## config.mk

```make
export PLATFORM = sky130hd
export DESIGN_NAME = ddr_test_pgen
export DESIGN_NICKNAME = d
export VERILOG_FILES = /design/src/rtl/ddr_test_pkg.sv /design/src/rtl/ddr_test_pgen_pat_gen.sv /design/src/rtl/ddr_test_pgen.sv
export SDC_FILE = /design/constraint.sdc
export NUM_CORES = 1
export LEC_CHECK = 0
export BUFFER_PORTS_ARGS = -buffer_cell sky130_fd_sc_hd__buf_2
export CORE_MARGIN = 2
export CORE_UTILIZATION = 53
export DETAILED_ROUTE_END_ITERATION = 7
export PLACE_DENSITY_LB_ADDON = 0.05
export SLEW_MARGIN = 25
export SYNTH_ARGS = -nofsm -noshare
export SYNTH_HDL_FRONTEND = slang
export SYNTH_HIERARCHICAL = 1
export SYNTH_SLANG_ARGS = --single-unit
```

## constraint.sdc

```tcl
create_clock -name clk_50m -period 4.3 [get_ports clk_50m]
set_input_delay 0.215 -clock clk_50m [delete_from_list [all_inputs] [get_ports clk_50m]]
set_output_delay 0.215 -clock clk_50m [all_outputs]
set_load 0.02 [all_outputs]
```

## src/rtl/ddr_test_pkg.sv

```systemverilog
// Shared types and constants for the DDR3 self-test pattern generator/checker.
package ddr_test_pkg;

    typedef enum logic [2:0] {
        IDLE  = 3'd0,
        WRITE = 3'd1,
        READ  = 3'd2,
        DRAIN = 3'd3,
        DONE  = 3'd4
    } state_e;

    localparam logic [1:0] PAT_INCR  = 2'd0;
    localparam logic [1:0] PAT_WALK  = 2'd1;
    localparam logic [1:0] PAT_PRBS  = 2'd2;
    localparam logic [1:0] PAT_CHECK = 2'd3;

    // Checkerboard word: 0xA... for even slots, 0x5... for odd slots; callers truncate to width.
    function automatic logic [63:0] checker_word(input logic odd);
        return odd ? {16{4'h5}} : {16{4'hA}};
    endfunction

    // Galois LFSR feedback masks (right-shifting form). Widths not listed fall back to a
    // two-tap mask that is not guaranteed maximal length.
    function automatic logic [63:0] prbs_taps(input int w);
        case (w)
            8:       return 64'h0000_0000_0000_00B8;
            16:      return 64'h0000_0000_0000_B400;
            24:      return 64'h0000_0000_00E1_0000;
            32:      return 64'h0000_0000_A300_0000;
            64:      return 64'hD800_0000_0000_0000;
            default: return 64'h3 << (w - 2);
        endcase
    endfunction

endpackage

```

## src/rtl/ddr_test_pgen_pat_gen.sv

```systemverilog
// Pattern generator: one word per index, restarted by load at the start of each pass.
module ddr_pat_gen
    import ddr_test_pkg::*;
#(
    parameter int         DATA_W    = 16,
    parameter logic [15:0] PRBS_SEED = 16'hACE1
) (
    input  logic              clk_50m,
    input  logic              rst,
    input  logic              load,
    input  logic              adv,
    input  logic [1:0]        mode,
    input  logic [15:0]       pass,
    output logic [DATA_W-1:0] data
);
    localparam logic [DATA_W-1:0] TAPS    = DATA_W'(prbs_taps(DATA_W));
    localparam logic [DATA_W-1:0] CB_EVEN = DATA_W'(checker_word(1'b0));
    localparam logic [DATA_W-1:0] CB_ODD  = DATA_W'(checker_word(1'b1));
    localparam logic [DATA_W-1:0] SEED    = DATA_W'(PRBS_SEED);

    logic [DATA_W-1:0] cnt_q, cnt_d, oh_q, oh_d, lfsr_q, lfsr_d, seed_ld;
    logic              odd_q, odd_d, inv_q, inv_d;
    int                rot;

    // Next generator state: load restarts at index 0 for pass p, adv steps one index.
    always_comb begin
        cnt_d   = cnt_q;
        oh_d    = oh_q;
        lfsr_d  = lfsr_q;
        odd_d   = odd_q;
        inv_d   = inv_q;
        rot     = int'(pass) % DATA_W;
        seed_ld = SEED ^ DATA_W'(pass);
        if (seed_ld == '0) begin
            seed_ld = DATA_W'(1);
        end
        if (load) begin
            cnt_d  = DATA_W'(pass);
            oh_d   = DATA_W'(1) << rot;
            lfsr_d = seed_ld;
            odd_d  = 1'b0;
            inv_d  = pass[0];
        end else if (adv) begin
            cnt_d  = cnt_q + DATA_W'(1);
            oh_d   = {oh_q[DATA_W-2:0], oh_q[DATA_W-1]};
            lfsr_d = lfsr_q[0] ? ((lfsr_q >> 1) ^ TAPS) : (lfsr_q >> 1);
            odd_d  = ~odd_q;
        end
    end

    // Generator state registers.
    always_ff @(posedge clk_50m) begin
        if (rst) begin
            cnt_q  <= '0;
            oh_q   <= '0;
            lfsr_q <= '0;
            odd_q  <= 1'b0;
            inv_q  <= 1'b0;
        end else begin
            cnt_q  <= cnt_d;
            oh_q   <= oh_d;
            lfsr_q <= lfsr_d;
            odd_q  <= odd_d;
            inv_q  <= inv_d;
        end
    end

    // Select the current word for the latched pattern mode.
    always_comb begin
        data = cnt_q;
        case (mode)
            PAT_INCR:  data = cnt_q;
            PAT_WALK:  data = oh_q;
            PAT_PRBS:  data = lfsr_q;
            default:   data = (odd_q ^ inv_q) ? CB_ODD : CB_EVEN;
        endcase
    end

endmodule

```

## src/rtl/ddr_test_pgen.sv

```systemverilog
// DDR3 self-test: write data_max pattern words, read them back, compare and keep error statistics.
//
//  state | meaning
//  IDLE  | waiting for synchronised init_done
//  WRITE | issuing write requests for indices 0..data_max-1
//  READ  | issuing read requests; returned words are checked
//  DRAIN | all reads issued, checking the remaining returned words
//  DONE  | pass complete; loops back to WRITE when loop_en
module ddr_test_pgen
    import ddr_test_pkg::*;
#(
    parameter int          DATA_W    = 16,
    parameter int          CNT_W     = 28,
    parameter int          ERRC_W    = 16,
    parameter logic [15:0] PRBS_SEED = 16'hACE1
) (
    input  logic              clk_50m,
    input  logic              rst,
    input  logic              ddr3_init_done,
    input  logic [CNT_W-1:0]  data_max,
    input  logic [1:0]        pat_mode,
    input  logic              loop_en,
    output logic              wr_en,
    output logic [DATA_W-1:0] wr_data,
    input  logic              wr_ready,
    output logic              rd_en,
    input  logic              rd_ready,
    input  logic              rd_data_valid,
    input  logic [DATA_W-1:0] rd_data,
    output logic              busy,
    output logic              done,
    output logic              error_flag,
    output logic [ERRC_W-1:0] err_cnt,
    output logic [CNT_W-1:0]  first_err_idx,
    output logic [15:0]       pass_cnt
);
    state_e              state_q, state_d;
    logic                init_s1_q, init_s2_q;
    logic [CNT_W-1:0]    wr_idx_q, wr_idx_d, rd_idx_q, rd_idx_d, chk_idx_q, chk_idx_d;
    logic [CNT_W-1:0]    max_q, max_d, first_err_q, first_err_d, last_idx;
    logic [1:0]          mode_q, mode_d;
    logic [15:0]         pass_q, pass_d;
    logic                err_flag_q, err_flag_d;
    logic [ERRC_W-1:0]   err_cnt_q, err_cnt_d;
    logic                gen_load, wr_adv, chk_adv, start, abort, chk_vld;
    logic [DATA_W-1:0]   chk_data;

    ddr_pat_gen #(.DATA_W(DATA_W), .PRBS_SEED(PRBS_SEED)) u_wr_gen (
        .clk_50m(clk_50m), .rst(rst), .load(gen_load), .adv(wr_adv),
        .mode(mode_q), .pass(pass_q), .data(wr_data)
    );

    ddr_pat_gen #(.DATA_W(DATA_W), .PRBS_SEED(PRBS_SEED)) u_chk_gen (
        .clk_50m(clk_50m), .rst(rst), .load(gen_load), .adv(chk_adv),
        .mode(mode_q), .pass(pass_q), .data(chk_data)
    );

    // Next-state, index and error-statistics logic.
    always_comb begin
        state_d     = state_q;
        wr_idx_d    = wr_idx_q;
        rd_idx_d    = rd_idx_q;
        chk_idx_d   = chk_idx_q;
        max_d       = max_q;
        mode_d      = mode_q;
        pass_d      = pass_q;
        err_flag_d  = err_flag_q;
        err_cnt_d   = err_cnt_q;
        first_err_d = first_err_q;
        gen_load    = 1'b0;
        wr_adv      = 1'b0;
        chk_adv     = 1'b0;
        start       = 1'b0;
        abort       = 1'b0;
        last_idx    = max_q - CNT_W'(1);
        chk_vld     = ((state_q == READ) || (state_q == DRAIN)) && rd_data_valid;

        if (chk_vld && (rd_data != chk_data)) begin
            err_flag_d = 1'b1;
            if (err_cnt_q != '1) begin
                err_cnt_d = err_cnt_q + ERRC_W'(1);
            end
            if (!err_flag_q) begin
                first_err_d = chk_idx_q;
            end
        end

        case (state_q)
            IDLE: begin
                if (init_s2_q) start = 1'b1;
            end
            WRITE: begin
                if (!init_s2_q) begin
                    abort = 1'b1;
                end else if (wr_ready) begin
                    wr_idx_d = wr_idx_q + CNT_W'(1);
                    wr_adv   = 1'b1;
                    if (wr_idx_q == last_idx) state_d = READ;
                end
            end
            READ, DRAIN: begin
                if (!init_s2_q) begin
                    abort = 1'b1;
                end else begin
                    if ((state_q == READ) && rd_ready) begin
                        rd_idx_d = rd_idx_q + CNT_W'(1);
                        if (rd_idx_q == last_idx) state_d = DRAIN;
                    end
                    if (chk_vld) begin
                        chk_idx_d = chk_idx_q + CNT_W'(1);
                        chk_adv   = 1'b1;
                        if (chk_idx_q == last_idx) begin
                            state_d = DONE;
                            pass_d  = pass_q + 16'd1;
                        end
                    end
                end
            end
            DONE: begin
                if (!init_s2_q)   state_d = IDLE;
                else if (loop_en) start   = 1'b1;
            end
            default: state_d = IDLE;
        endcase

        if (start) begin
            max_d     = data_max;
            mode_d    = pat_mode;
            wr_idx_d  = '0;
            rd_idx_d  = '0;
            chk_idx_d = '0;
            gen_load  = 1'b1;
            if (data_max == '0) begin
                state_d = DONE;
                pass_d  = pass_q + 16'd1;
            end else begin
                state_d = WRITE;
            end
        end

        if (abort) begin
            state_d   = IDLE;
            wr_idx_d  = '0;
            rd_idx_d  = '0;
            chk_idx_d = '0;
        end
    end

    // State, synchroniser and statistics registers.
    always_ff @(posedge clk_50m) begin
        if (rst) begin
            state_q     <= IDLE;
            init_s1_q   <= 1'b0;
            init_s2_q   <= 1'b0;
            wr_idx_q    <= '0;
            rd_idx_q    <= '0;
            chk_idx_q   <= '0;
            max_q       <= '0;
            mode_q      <= '0;
            pass_q      <= '0;
            err_flag_q  <= 1'b0;
            err_cnt_q   <= '0;
            first_err_q <= '0;
        end else begin
            state_q     <= state_d;
            init_s1_q   <= ddr3_init_done;
            init_s2_q   <= init_s1_q;
            wr_idx_q    <= wr_idx_d;
            rd_idx_q    <= rd_idx_d;
            chk_idx_q   <= chk_idx_d;
            max_q       <= max_d;
            mode_q      <= mode_d;
            pass_q      <= pass_d;
            err_flag_q  <= err_flag_d;
            err_cnt_q   <= err_cnt_d;
            first_err_q <= first_err_d;
        end
    end

    // Outputs decoded from the current state.
    always_comb begin
        wr_en         = (state_q == WRITE);
        rd_en         = (state_q == READ);
        busy          = (state_q == WRITE) || (state_q == READ) || (state_q == DRAIN);
        done          = (state_q == DONE);
        error_flag    = err_flag_q;
        err_cnt       = err_cnt_q;
        first_err_idx = first_err_q;
        pass_cnt      = pass_q;
    end

endmodule

```

[Yosys cells after proc, flatten, opt, wreduce, memory -nomap -nowiden]
Cells that the tools add are included.
Cells by class
  $add $sub $neg: 8
  multiply operators: 0
  divide/modulo/power cells: 0
  order comparisons: 0
  equal/unequal tests: 17
  shift operators: 1
  mux-type cells: 50
  bitwise logic cells: 8
  reductions and logical operators: 23
Operators by type and width (number)
  $mux W16: 23
  $pmux W16 S3: 2
  $add A28 B1 Y28 const B: 3
  $eq A28 B28 Y1: 3
  $add A16 B1 Y16 const B: 4
  $mux W3: 11
  $logic_not A28 Y1: 1
  $sub A28 B1 Y28 const B: 1
  $logic_not A16 Y1: 1
  $ne A16 B16 Y1: 1
  $ne A16 B16 Y1 const B: 1
  $shl A1 B4 Y16 const A: 1
  $mux W1: 12
  $pmux W3 S4: 1
  $ne A3 B1 Y1 const B: 3
  $reduce_and A3 Y1: 3
  $not A3 Y4: 2
  $not A8 Y8: 1
  $eq A3 B2 Y1 const B: 2
  $reduce_and A6 Y1: 1
  $reduce_or A2 Y1: 3
  $reduce_or A3 Y1: 2
  $reduce_and A2 Y1: 2
  $reduce_bool A2 Y1: 2
  14 further kinds: 21
Storage, ports and cells
  flip-flop bits (word level): 279
  latch bits: 0
  memory bits (writable): 0
  bits in read-only memories: 0
  input port bits: 53
  output and inout port bits: 81
  memories kept: 0

[Depth between registers and ports, before layout]
  word-level depth: 9
  gate-level depth with buffers: 16
  gate-level depth less buffers: 12

[Cells and area by module]
The synthesis kept the hierarchy.
Modules (own cells, without submodules)
  ddr_test_pgen: times used 1, cells an instance 1247, area each 10058.4 um^2, sequential area each 3603.5 um^2
  ddr_pat_gen: times used 2, cells an instance 355, area each 2989.1 um^2, sequential area each 1001.0 um^2

[Worst setup path before layout]
No wires, ideal clock.
  path type: register -> register
  from: register max_q[5]
  to: register pass_q[14], in the netlist pass_cnt[14]
  setup time: 0.070 ns
  arrival: 4.218 ns
  data required time: 4.230 ns
  setup slack: 0.012 ns
  cell stages (with the launch flop): 14
  buffers on the path: 4
  clock period less this slack: 4.288 ns
  cell sequence: dfxtp_1 -> buf_6 -> or4_4 -> buf_6 -> or4_4 -> or4_1 -> clkbuf_1 -> xor2_1 -> a2111oi_0 -> or4b_1 -> o31a_1 -> buf_6 -> or4_1 -> a21oi_1
On the way
  longest elaborated chain between the ends: 8
Ends and longest elaborated chain
  start: declaration: RTL line ddr_test_pgen.sv:40  | logic [CNT_W-1:0] max_q, max_d, first_err_q, first_err_d, last_idx;
  start signal: assignment: RTL line ddr_test_pgen.sv:171  | max_q <= max_d;
  $sub A28 B1 Y28 *: RTL line ddr_test_pgen.sv:75  | last_idx = max_q - CNT_W'(1);
  $eq A28 B28 Y1 *: RTL line ddr_test_pgen.sv:112  | if (chk_idx_q == last_idx) begin
  $mux W16 *: RTL line ddr_test_pgen.sv:112
  $mux W16 *: RTL line ddr_test_pgen.sv:109  | if (chk_vld) begin
  $mux W16 *: RTL line ddr_test_pgen.sv:102  | if (!init_s2_q) begin
  $mux W16 *: RTL line ddr_test_pgen.sv:88  | case (state_q)
  $mux W16: RTL line ddr_test_pgen.sv:133  | if (data_max == '0) begin
  $mux W16 *: RTL line ddr_test_pgen.sv:126  | if (start) begin
  end signal: assignment: RTL line ddr_test_pgen.sv:173  | pass_q <= pass_d;
  end: declaration: RTL line ddr_test_pgen.sv:42  | logic [15:0] pass_q, pass_d;
Mark *: on every way between the ends. The rest lies on a longest branch, timed or not.
A chain may end at the register's enable or synchronous reset.

[Final worst setup path]
  from: register max_q[4]
  to: register pass_q[15], in the netlist pass_cnt[15]
Same word-level chain as after synthesis.

==> results.toml <==
[grt]
antenna_found_initial = 0
grt_first_pass_wirelength_um = 74400
first_global_vias = 13600
grt_max_degree = 76
grt_use_total_pct = 29.2
grt-ovfl-total = 0

[final_layout]
drive_gt1_share_pct = 13.2
final_util_pct = 62.0
nFillCells = 2648
syn_to_final_growth_pct = 14.8
fin_nets = 2114

[synth]
synthCells = 1957
synth_ff_type = "dfxtp_1"
synth.distinct_cells = 77
synth_fp_nets = 2018
yosysSeqAreaShare_pct = 35.0
synth_edf_count = 0
syn_avg_cell_area_um2 = 8.19
yosysWarningCount = 6
async_flop_share_pct = 0
ys_seq_elements = 280
syn-cell-area_mm2 = 0.0160

[sta]
max_slew_margin_pct = 32.4
final.min_clock_period_ns = 4.15
tightest_slew_ns = 1.01
fmax_mhz = 241
clock-skew-final_ns = 0.0148
rsz0062_at_grt = "false"
hold_ws_ns = 0.0191
finalHoldViolations = 0
drv_slew = 0
finalCritPeriodShare_pct = 96.6
finalSetupViolations = 0

[clocking]
clk_pin_slew_worst_paths_ns = 0.05
insertion_delay_ns = 0.51
numClockSinks = 280
cts_setup_buffers = 0
cts_tree = "built"
numCtsBuffers = 34
clock-root-buffer = "clkbuf_16"
cts_htree_levels = 2
clk_path_buf_depth = 3

[route]
vias = 14700
vias_per_cell = 5.98
wire_per_inst_um = 19.0
route.detailed.drc = 0
drtIter0Drc = 1253
drtAntennaViolNets = 0
routed_wirelength_um = 46800
dr.pass1.iters = 5

[critical_path]
path_max_fanout = 12
crit_required_ns = 4.72
worst_setup_path_end_kind = "register"
arrival_ns = 4.57
criticalPathCategory = "reg -> reg"
critPathLaunchType = "register"

[power_and_ir_drop]
vdd_drop_max_mv = 0.296
p_leak_nw = 6.91
powerDensity_mw_per_mm2 = 354

[floorplan]
die-width_um = 178
start_util_pct = 54.0
coreArea_mm2 = 0.0297
die_h_um = 178
ios = 134
rows = 63
design.die.area_mm2 = 0.0317

[run]
drv_cap = 0

[min_path]
hold_path.class = "in -> reg"

[placed_design]
dpl.hpwl_um = 33100
routabilityCongestion = 0.931
port_buffers = 133

[run_status]
status = "finished clean"
[power breakdown]
group	switching (mW)	internal (mW)	total, mW
registers	0.0633	2.65	2.72
logic	0.558	0.410	0.968
clock network	1.12	1.70	2.83
total	1.74	4.77	6.51
[cells in the final DEF (no fill, tap or decap), drive strengths merged, types with 56 or more instances in the layout]
| cell | synthesis | layout |
|---|---|---|
| dfxtp | 280 | 280 |
| nor2 | 245 | 245 |
| buf | 45 | 197 |
| nand2 | 157 | 157 |
| xor2 | 115 | 115 |
| xnor2 | 101 | 101 |
| a21oi | 74 | 74 |
| mux2i | 69 | 69 |
| nand3 | 68 | 68 |
| a211oi | 56 | 56 |
[critical path: stages (launching register included)]
cell and delay, ns:
dfxtp_1 0.31, or4_4 0.54, or4_4 0.52, or4_4 0.51, xor2_1 0.18, a2111oi_2 0.34, or4b_4 0.53, o31a_4 0.43
buf_4 0.16, or3_1 0.34, a21oi_1 0.19
[routing by layer]
layer	vias up	share of wire [%]	track usage, %
met5	-	0	0
met4	0	2.1	7.58
met3	71	6.6	4.61
met2	524	43	43.9
met1	7014	48	43.2
li1	7132	-	-
[state kept, by name (all words and copies together) (netlist names), 28 cells and up]
name,cells
chk_idx_q,28
first_err_idx,28
max_q,28
rd_idx_q,28
wr_idx_q,28
[what timing repair did]
item                                    4_1_cts  5_1_grt
endpoints found under the setup margin        3       13
hold buffers                                 28        0
hold endpoints to repair                     28        0
gates resized for setup                       1        6
[stage by stage]
step / cell area [um2] / cells / setup slack [ns] / power (mW) / TNS (ns)
4_1_cts: 18400 / 2465 / 0.00842 / 6.54 / 0
3_5_place_dp: 17000 / 2379 / -0.0120 / 3.69 / -0.0158
3_3_place_gp: 17000 / 2379 / 0.0978 / 3.69 / 0
6_report: 18400 / 2466 / 0.148 / 6.51 / 0
5_1_grt: 18400 / 2465 / 0.0149 / 6.75 / 0
2_1_floorplan: 16000 / 1957 / 0.0117 / 3.40 / 0
[cell families after synthesis]
logic type      synth area share, %
fa+ha+maj                     0.687
compound gates                 14.9
mux                            6.90
xor+xnor                       12.6
buf+inv                        5.15
simple gates                   24.7
flops                          35.0
[cells in the mapped netlist (6+ instances only)]
| library cell | instances | area [um2] |
|---|---|---|
| nand2_1 | 157 | 589 |
| ha_1 | 8 | 100 |
| o22ai_1 | 34 | 213 |
| or2_2 | 6 | 37.5 |
| o2111ai_1 | 6 | 52.6 |
| o21ai_0 | 34 | 170 |
| o31ai_1 | 10 | 75.1 |
| a21oi_1 | 74 | 370 |
| o21a_1 | 12 | 90.1 |
| nor3_1 | 33 | 165 |
| a2111oi_0 | 7 | 61.3 |
| nor3b_1 | 9 | 67.6 |
| dfxtp_1 | 280 | 5610 |
| nand3_1 | 68 | 340 |
| nor4_1 | 46 | 288 |
| a31oi_1 | 17 | 106 |
| a311oi_1 | 6 | 52.6 |
| xnor2_1 | 101 | 885 |
| o32a_1 | 7 | 70.1 |
| inv_1 | 35 | 131 |
| or4_1 | 20 | 150 |
| a211oi_1 | 56 | 420 |
| nor2b_1 | 39 | 244 |
| nand2b_1 | 28 | 175 |
| and2_1 | 7 | 43.8 |
| mux2i_1 | 69 | 691 |
| clkbuf_1 | 118 | 443 |
| buf_1 | 18 | 67.6 |
| buf_2 | 22 | 110 |
| o31a_1 | 15 | 131 |
| nor2_1 | 245 | 920 |
| and4_1 | 8 | 70.1 |
| a21boi_1 | 16 | 120 |
| mux2_1 | 36 | 405 |
| or3_1 | 28 | 175 |
| xor2_1 | 115 | 1010 |
| nand4_1 | 52 | 325 |
| a211o_1 | 6 | 52.6 |
| and3_1 | 26 | 163 |
[final cells by class]
| class | instances | area, um2 | share of cell area [%] |
|---|---|---|---|
| timing repair buffer | 225 | 1440 | 7.83 |
| inverter | 37 | 141 | 0.768 |
| clock inverter | 10 | 123 | 0.666 |
| multi-input combinational | 1475 | 9640 | 52.4 |
| clock buffer | 48 | 973 | 5.29 |
| antenna | 1 | 2.50 | 0.0136 |
| sequential | 280 | 5610 | 30.4 |
| tap | 390 | 488 | 2.65 |
[final timing paths]
check | endpoint | from | cells past startpoint | slack (ns)
max reg2reg | pass_cnt[15] | max_q[4] | 10 | 0.15
min | max_q[1] | data_max[1] | 3 | 0.02
max | pass_cnt[15] | max_q[4] | 10 | 0.15
min reg2reg | u_wr_gen/inv_q | u_wr_gen/inv_q | 2 | 0.48
Power figures use the tool's default switching activity.
